<file path="src/rtl/colour_freq_sampler.sv">
// colour_freq_sampler: drives a TCS3200-style colour sensor through its red,
// green, blue and clear filters, counts freq_in rising edges over a fixed gate
// window per filter, and publishes one consistent set of four counts.
module colour_freq_sampler #(
  parameter int GATE_CYCLES   = 50000,
  parameter int SETTLE_CYCLES = 1000,
  parameter int CNT_W         = 16
) (
  input  logic             clk,
  input  logic             rst_n,
  input  logic             start,
  input  logic             abort,
  input  logic             freq_in,
  output logic [3:0]       s,
  output logic             oe_n,
  output logic             busy,
  output logic             valid,
  output logic [CNT_W-1:0] red_cnt,
  output logic [CNT_W-1:0] green_cnt,
  output logic [CNT_W-1:0] blue_cnt,
  output logic [CNT_W-1:0] clear_cnt,
  output logic             overflow
);

  localparam int GT_W = (GATE_CYCLES > 1) ? $clog2(GATE_CYCLES) : 1;
  localparam int ST_W = (SETTLE_CYCLES > 1) ? $clog2(SETTLE_CYCLES) : 1;

  localparam logic [GT_W-1:0]  GATE_LAST   = GT_W'(GATE_CYCLES - 1);
  localparam logic [GT_W-1:0]  GATE_ONE    = GT_W'(1);
  localparam logic [ST_W-1:0]  SETTLE_LAST = ST_W'(SETTLE_CYCLES - 1);
  localparam logic [ST_W-1:0]  SETTLE_ONE  = ST_W'(1);
  localparam logic [CNT_W-1:0] CNT_MAX     = {CNT_W{1'b1}};
  localparam logic [CNT_W-1:0] CNT_ONE     = CNT_W'(1);

  typedef enum logic [1:0] {
    IDLE   = 2'd0,
    SETTLE = 2'd1,
    GATE   = 2'd2,
    DONE   = 2'd3
  } state_t;

  state_t state;
  state_t next_state;

  logic sync1;
  logic sync2;
  logic sync3;
  logic freq_edge;

  logic [1:0]       idx;
  logic [ST_W-1:0]  settle_tmr;
  logic [GT_W-1:0]  gate_tmr;
  logic [CNT_W-1:0] edge_cnt;
  logic [CNT_W-1:0] cnt_next;
  logic [CNT_W-1:0] shadow [4];
  logic             ovf_shadow;

  logic settle_done;
  logic gate_done;
  logic start_scan;
  logic bump_ovf;

  // S3,S2 filter code for each index: red, green, blue, clear
  function automatic logic [1:0] filter_sel(input logic [1:0] i);
    case (i)
      2'd0:    filter_sel = 2'b00;
      2'd1:    filter_sel = 2'b11;
      2'd2:    filter_sel = 2'b10;
      default: filter_sel = 2'b01;
    endcase
  endfunction

  assign freq_edge   = sync2 & ~sync3;
  assign settle_done = (state == SETTLE) && (settle_tmr == SETTLE_LAST);
  assign gate_done   = (state == GATE) && (gate_tmr == GATE_LAST);
  assign start_scan  = (state == IDLE) && start && !abort;
  assign bump_ovf    = (state == GATE) && freq_edge && (edge_cnt == CNT_MAX);
  assign cnt_next    = ((state == GATE) && freq_edge && (edge_cnt != CNT_MAX))
                       ? edge_cnt + CNT_ONE : edge_cnt;

  // Bring the asynchronous sensor output into the clk domain and keep one
  // extra stage of history for rising-edge detection
  always_ff @(posedge clk or negedge rst_n) begin
    if (!rst_n) begin
      sync1 <= 1'b0;
      sync2 <= 1'b0;
      sync3 <= 1'b0;
    end else begin
      sync1 <= freq_in;
      sync2 <= sync1;
      sync3 <= sync2;
    end
  end

  // Scan sequencer state register
  always_ff @(posedge clk or negedge rst_n) begin
    if (!rst_n) begin
      state <= IDLE;
    end else begin
      state <= next_state;
    end
  end

  // Next-state logic and sensor select decode; abort outranks start in IDLE
  always_comb begin
    next_state = state;
    s          = 4'b0000;
    oe_n       = 1'b1;
    case (state)
      IDLE: begin
        if (start_scan) begin
          next_state = SETTLE;
        end
      end
      SETTLE: begin
        s    = {filter_sel(idx), 2'b01};
        oe_n = 1'b0;
        if (abort) begin
          next_state = IDLE;
        end else if (settle_done) begin
          next_state = GATE;
        end
      end
      GATE: begin
        s    = {filter_sel(idx), 2'b01};
        oe_n = 1'b0;
        if (abort) begin
          next_state = IDLE;
        end else if (gate_done) begin
          next_state = (idx == 2'd3) ? DONE : SETTLE;
        end
      end
      DONE: begin
        next_state = IDLE;
      end
      default: begin
        next_state = IDLE;
      end
    endcase
  end

  // Timers, edge counter, per-filter shadows and the committed result set;
  // outputs only move when a full scan reaches DONE
  always_ff @(posedge clk or negedge rst_n) begin
    if (!rst_n) begin
      busy       <= 1'b0;
      valid      <= 1'b0;
      idx        <= 2'd0;
      settle_tmr <= '0;
      gate_tmr   <= '0;
      edge_cnt   <= '0;
      ovf_shadow <= 1'b0;
      for (int i = 0; i < 4; i++) begin
        shadow[i] <= '0;
      end
      red_cnt    <= '0;
      green_cnt  <= '0;
      blue_cnt   <= '0;
      clear_cnt  <= '0;
      overflow   <= 1'b0;
    end else begin
      busy  <= (state != IDLE);
      valid <= (state == DONE);

      if ((state == SETTLE) && !settle_done) begin
        settle_tmr <= settle_tmr + SETTLE_ONE;
      end else begin
        settle_tmr <= '0;
      end

      if ((state == GATE) && !gate_done) begin
        gate_tmr <= gate_tmr + GATE_ONE;
      end else begin
        gate_tmr <= '0;
      end

      if (start_scan) begin
        idx <= 2'd0;
      end else if (gate_done && (idx != 2'd3)) begin
        idx <= idx + 2'd1;
      end

      if (start_scan) begin
        ovf_shadow <= 1'b0;
      end else if (bump_ovf) begin
        ovf_shadow <= 1'b1;
      end

      if (settle_done) begin
        edge_cnt <= '0;
      end else begin
        edge_cnt <= cnt_next;
      end

      if (gate_done) begin
        shadow[idx] <= cnt_next;
      end

      if (state == DONE) begin
        red_cnt   <= shadow[0];
        green_cnt <= shadow[1];
        blue_cnt  <= shadow[2];
        clear_cnt <= shadow[3];
        overflow  <= ovf_shadow;
      end
    end
  end

endmodule

</file>
<file path="config.mk">
export PLATFORM = sky130hd
export DESIGN_NAME = colour_freq_sampler
export DESIGN_NICKNAME = d
export VERILOG_FILES = /design/src/rtl/colour_freq_sampler.sv
export SDC_FILE = /design/constraint.sdc
export NUM_CORES = 1
export LEC_CHECK = 0
export CAP_MARGIN = 20
export CORE_MARGIN = 3
export CORE_UTILIZATION = 40
export CTS_BUF_LIST = sky130_fd_sc_hd__clkbuf_16
export CTS_CLUSTER_DIAMETER = 200
export DETAILED_ROUTE_END_ITERATION = 16
export GPL_TIMING_DRIVEN = 0
export PLACE_DENSITY_LB_ADDON = 0.15
export SETUP_SLACK_MARGIN = 0.05
export SYNTH_ARGS = -nofsm -noshare
export SYNTH_HDL_FRONTEND = slang
export SYNTH_SLANG_ARGS = --single-unit
</file>
<file path="constraint.sdc">
create_clock -name clk -period 5.21 [get_ports clk]
set_input_delay 0.7815 -clock clk [delete_from_list [all_inputs] [get_ports clk]]
set_output_delay 0.7815 -clock clk [all_outputs]
set_load 0.01 [all_outputs]
</file>
==> results_dict.tcl <==
set metrics [dict create \
    routed-via-count 5392 \
    r2r-start "state[0]" \
    via_per_inst 5.39 \
    die_area_sq_um 21300 \
    layoutNonFillerInstCount 1001 \
    regArea_sq_um 4530 \
    fin_worst_skew_ns 0.00874 \
    path_max_fanout 10 \
    ys_async_sr_fraction 1.00 \
    yosysUniqueCellTypes 62 \
    htree_levels 4 \
    track_usage 0.183 \
    detail_route.first_pass.iterations 5 \
    final_common_cell "dfrtp_1" \
    slew_headroom 0.251 \
    design_area_sq_um 9550 \
    hold_violations 0 \
    drive_gt1_frac 0.206 \
    critPathLaunch "idx[1]" \
    ctsResizeCount 0 \
    fillCellCount 1695 \
    ys.flop_type "dfrtp_1" \
    synthCells 633 \
    setup_viol 0 \
    grt_max_degree 105 \
    n_antenna_cell 0 \
    critical_path.startpoint_type "flop" \
    route.detailed.drc 0 \
    fin_tns_setup_ns 0 \
    rr_worst_depth 5 \
    synthesis.nets 651 \
    worstMarginPinSlew_ns 1.11 \
    grt_antenna_before_repair 0 \
    areaGrowthSynthToFinish_pct 21.9 \
    p_per_area_nw_per_um2 331 \
    postLayoutCoreUtil 0.504 \
    synth_area_sq_um 7840 \
    ioPinCount 77 \
    drt_iter0_markers 310 \
    synth-seq-cells 181 \
    yosysWarnings 0 \
    place_area_sq_um 8950 \
    rsz0062_at_grt "false" \
    grt_pass1_wl_um 31000 \
    start_util 0.413 \
    synth_area_leaders "dfrtp_1, mux2_2, a21oi_1, a31oi_1, ha_1" \
    wl_per_cell_um 19.0 \
    fp-row-count 50 \
    power.leakage_uw 0.00430 \
    core_sq_um 19000 \
    min_path_type "input pin to async pin" \
    fmax_mhz 315 \
    cts_tree "built" \
    gp_congestion 0.866 \
    post_cts_buffers 0 \
    holdBufCountCts 0 \
    nNetsFinal 747 \
    min_period_ns 3.17 \
    port_buffers 75 \
    ant_nets 0 \
    yosysTopAreaCell "dfrtp_1" \
    wl_um 19000 \
    avgSynthCellArea_sq_um 12.4 \
    die_h_um 146 \
    run_status "finished clean" \
    clk_path_buf_depth 2 \
    slew_violations 0 \
    critPathKind "flop to primary output" \
    peakVddDrop_mv 0.263 \
    grt_pass1_vias 5642 \
    rrSetupSlack_ns 2.61 \
    numCtsBuffers 17 \
    r2r_end "shadow[24]" \
    placed_cells 970 \
    crit_arrival_ns 2.39 \
    end_kind "primary output" \
    fin_crit_sh 0.609 \
    clk_pin_slew_worst_paths_ns 0.07 \
    drv_cap 0 \
    ys_seq_area_frac 0.578 \
    yosys.area.top_type_share 0.578 \
    cts-root-buf "clkbuf_16" \
    final_cell_mix "dfrtp_1, mux2_2, clkdlybuf4s50_1, a21oi_1, nor2_1" \
    overflow 0 \
    multi_input_area_sq_um 3080 \
    post-dp-hpwl_um 13600 \
    synth_edf_count 0 \
    die_w_um 146 \
    clock_latency_ns 0.43 \
    critical_path_required_ns 4.43 \
    cts.sinks 181 \
    crit_end "s[2]" \
]
per-layer routing:
layer	track usage	wire length, um	vias up
met5	0	0	-
met4	0.0603	316	0
met3	0.0321	765	21
met2	0.284	8900	142
met1	0.261	9020	2718
li1	-	-	2511
stage by stage:
stage | worst slack [ns] | hold WS [ns] | power (uW)
after global placement | -3.91 | 0.340 | 1850
final | 2.04 | 0.318 | 3160
after CTS | 1.98 | 0.346 | 3190
after floorplan | 3.12 | 0.331 | 1700
after global routing | 1.88 | 0.352 | 3300
after detailed placement | 2.45 | 0.342 | 1870
registers in the layout (all words and copies together) (netlist names):
name,flops
sync2,1
gate_tmr,16
state,2
edge_cnt,16
clear_cnt,16
red_cnt,16
ovf_shadow,1
settle_tmr,10
sync1,1
valid,1
busy,1
sync3,1
blue_cnt,16
shadow,64
green_cnt,16
overflow,1
idx,2
worst min path at each step:
stage	from	endpoint	slack (ns)	cells after the start
after floorplan	sync1	sync2	0.33	0
after global placement	sync1	sync2	0.34	0
after detailed placement	sync1	sync2	0.34	0
after CTS	rst_n	gate_tmr[6]	0.35	1
after global routing	rst_n	gate_tmr[7]	0.35	1
final	rst_n	gate_tmr[7]	0.32	1
kinds of logic after synthesis:
logic type,Yosys count,share of synthesized area
buffers and inverters,45,0.0284
other,1,0.000479
XOR/XNOR,17,0.0190
adder cells (fa/ha/maj),13,0.0208
AO/OA/AOI/OAI,140,0.106
AND/OR/NAND/NOR,149,0.122
multiplexers,87,0.125
flip-flops,181,0.578
layout make-up:
type / count / area share
sequential: 181 / 0.474
multi-input combinational: 407 / 0.323
timing repair buffer: 77 / 0.0828
clock buffer: 17 / 0.0445
tap: 260 / 0.0341
clock inverter: 14 / 0.0183
buffer: 26 / 0.0158
inverter: 19 / 0.00747
cell usage after synthesis (2+ instances only):
library cell	count
and4_1	7
o31ai_1	6
or3_1	5
clkbuf_1	13
and2_1	5
or2_0	2
nand4_4	3
and3_1	5
nand2b_1	2
nand4_1	9
nand3_1	17
o211ai_1	5
buf_6	4
buf_4	5
nand2_1	20
nor3_1	6
nand3b_1	2
and4bb_2	2
nor4_1	6
nor2b_1	4
dfrtp_1	181
o21ai_0	18
ha_1	13
mux2_1	2
nor2_4	4
a31oi_1	30
inv_1	19
xnor2_1	11
or4_4	3
a21oi_1	64
nor2_1	33
xor2_1	6
or4_1	3
buf_2	4
mux2_2	84
o2bb2ai_1	4
worst max-delay path: stages (launching register included):
cell and delay (ns):
dfrtp_1 0.43, inv_1 0.10, ha_1 0.20, clkbuf_1 0.46
nor2_1 0.13, nor2_1 0.11, clkdlybuf4s50_1 0.54
power breakdown:
| group | switching (uW) | internal (uW) | leakage, uW |
|---|---|---|---|
| logic | 225 | 137 | 0.00150 |
| registers | 36.4 | 1440 | 0.00251 |
| clock network | 563 | 758 | 0.000287 |
Note: power is estimated with default switching activity, not from simulation.
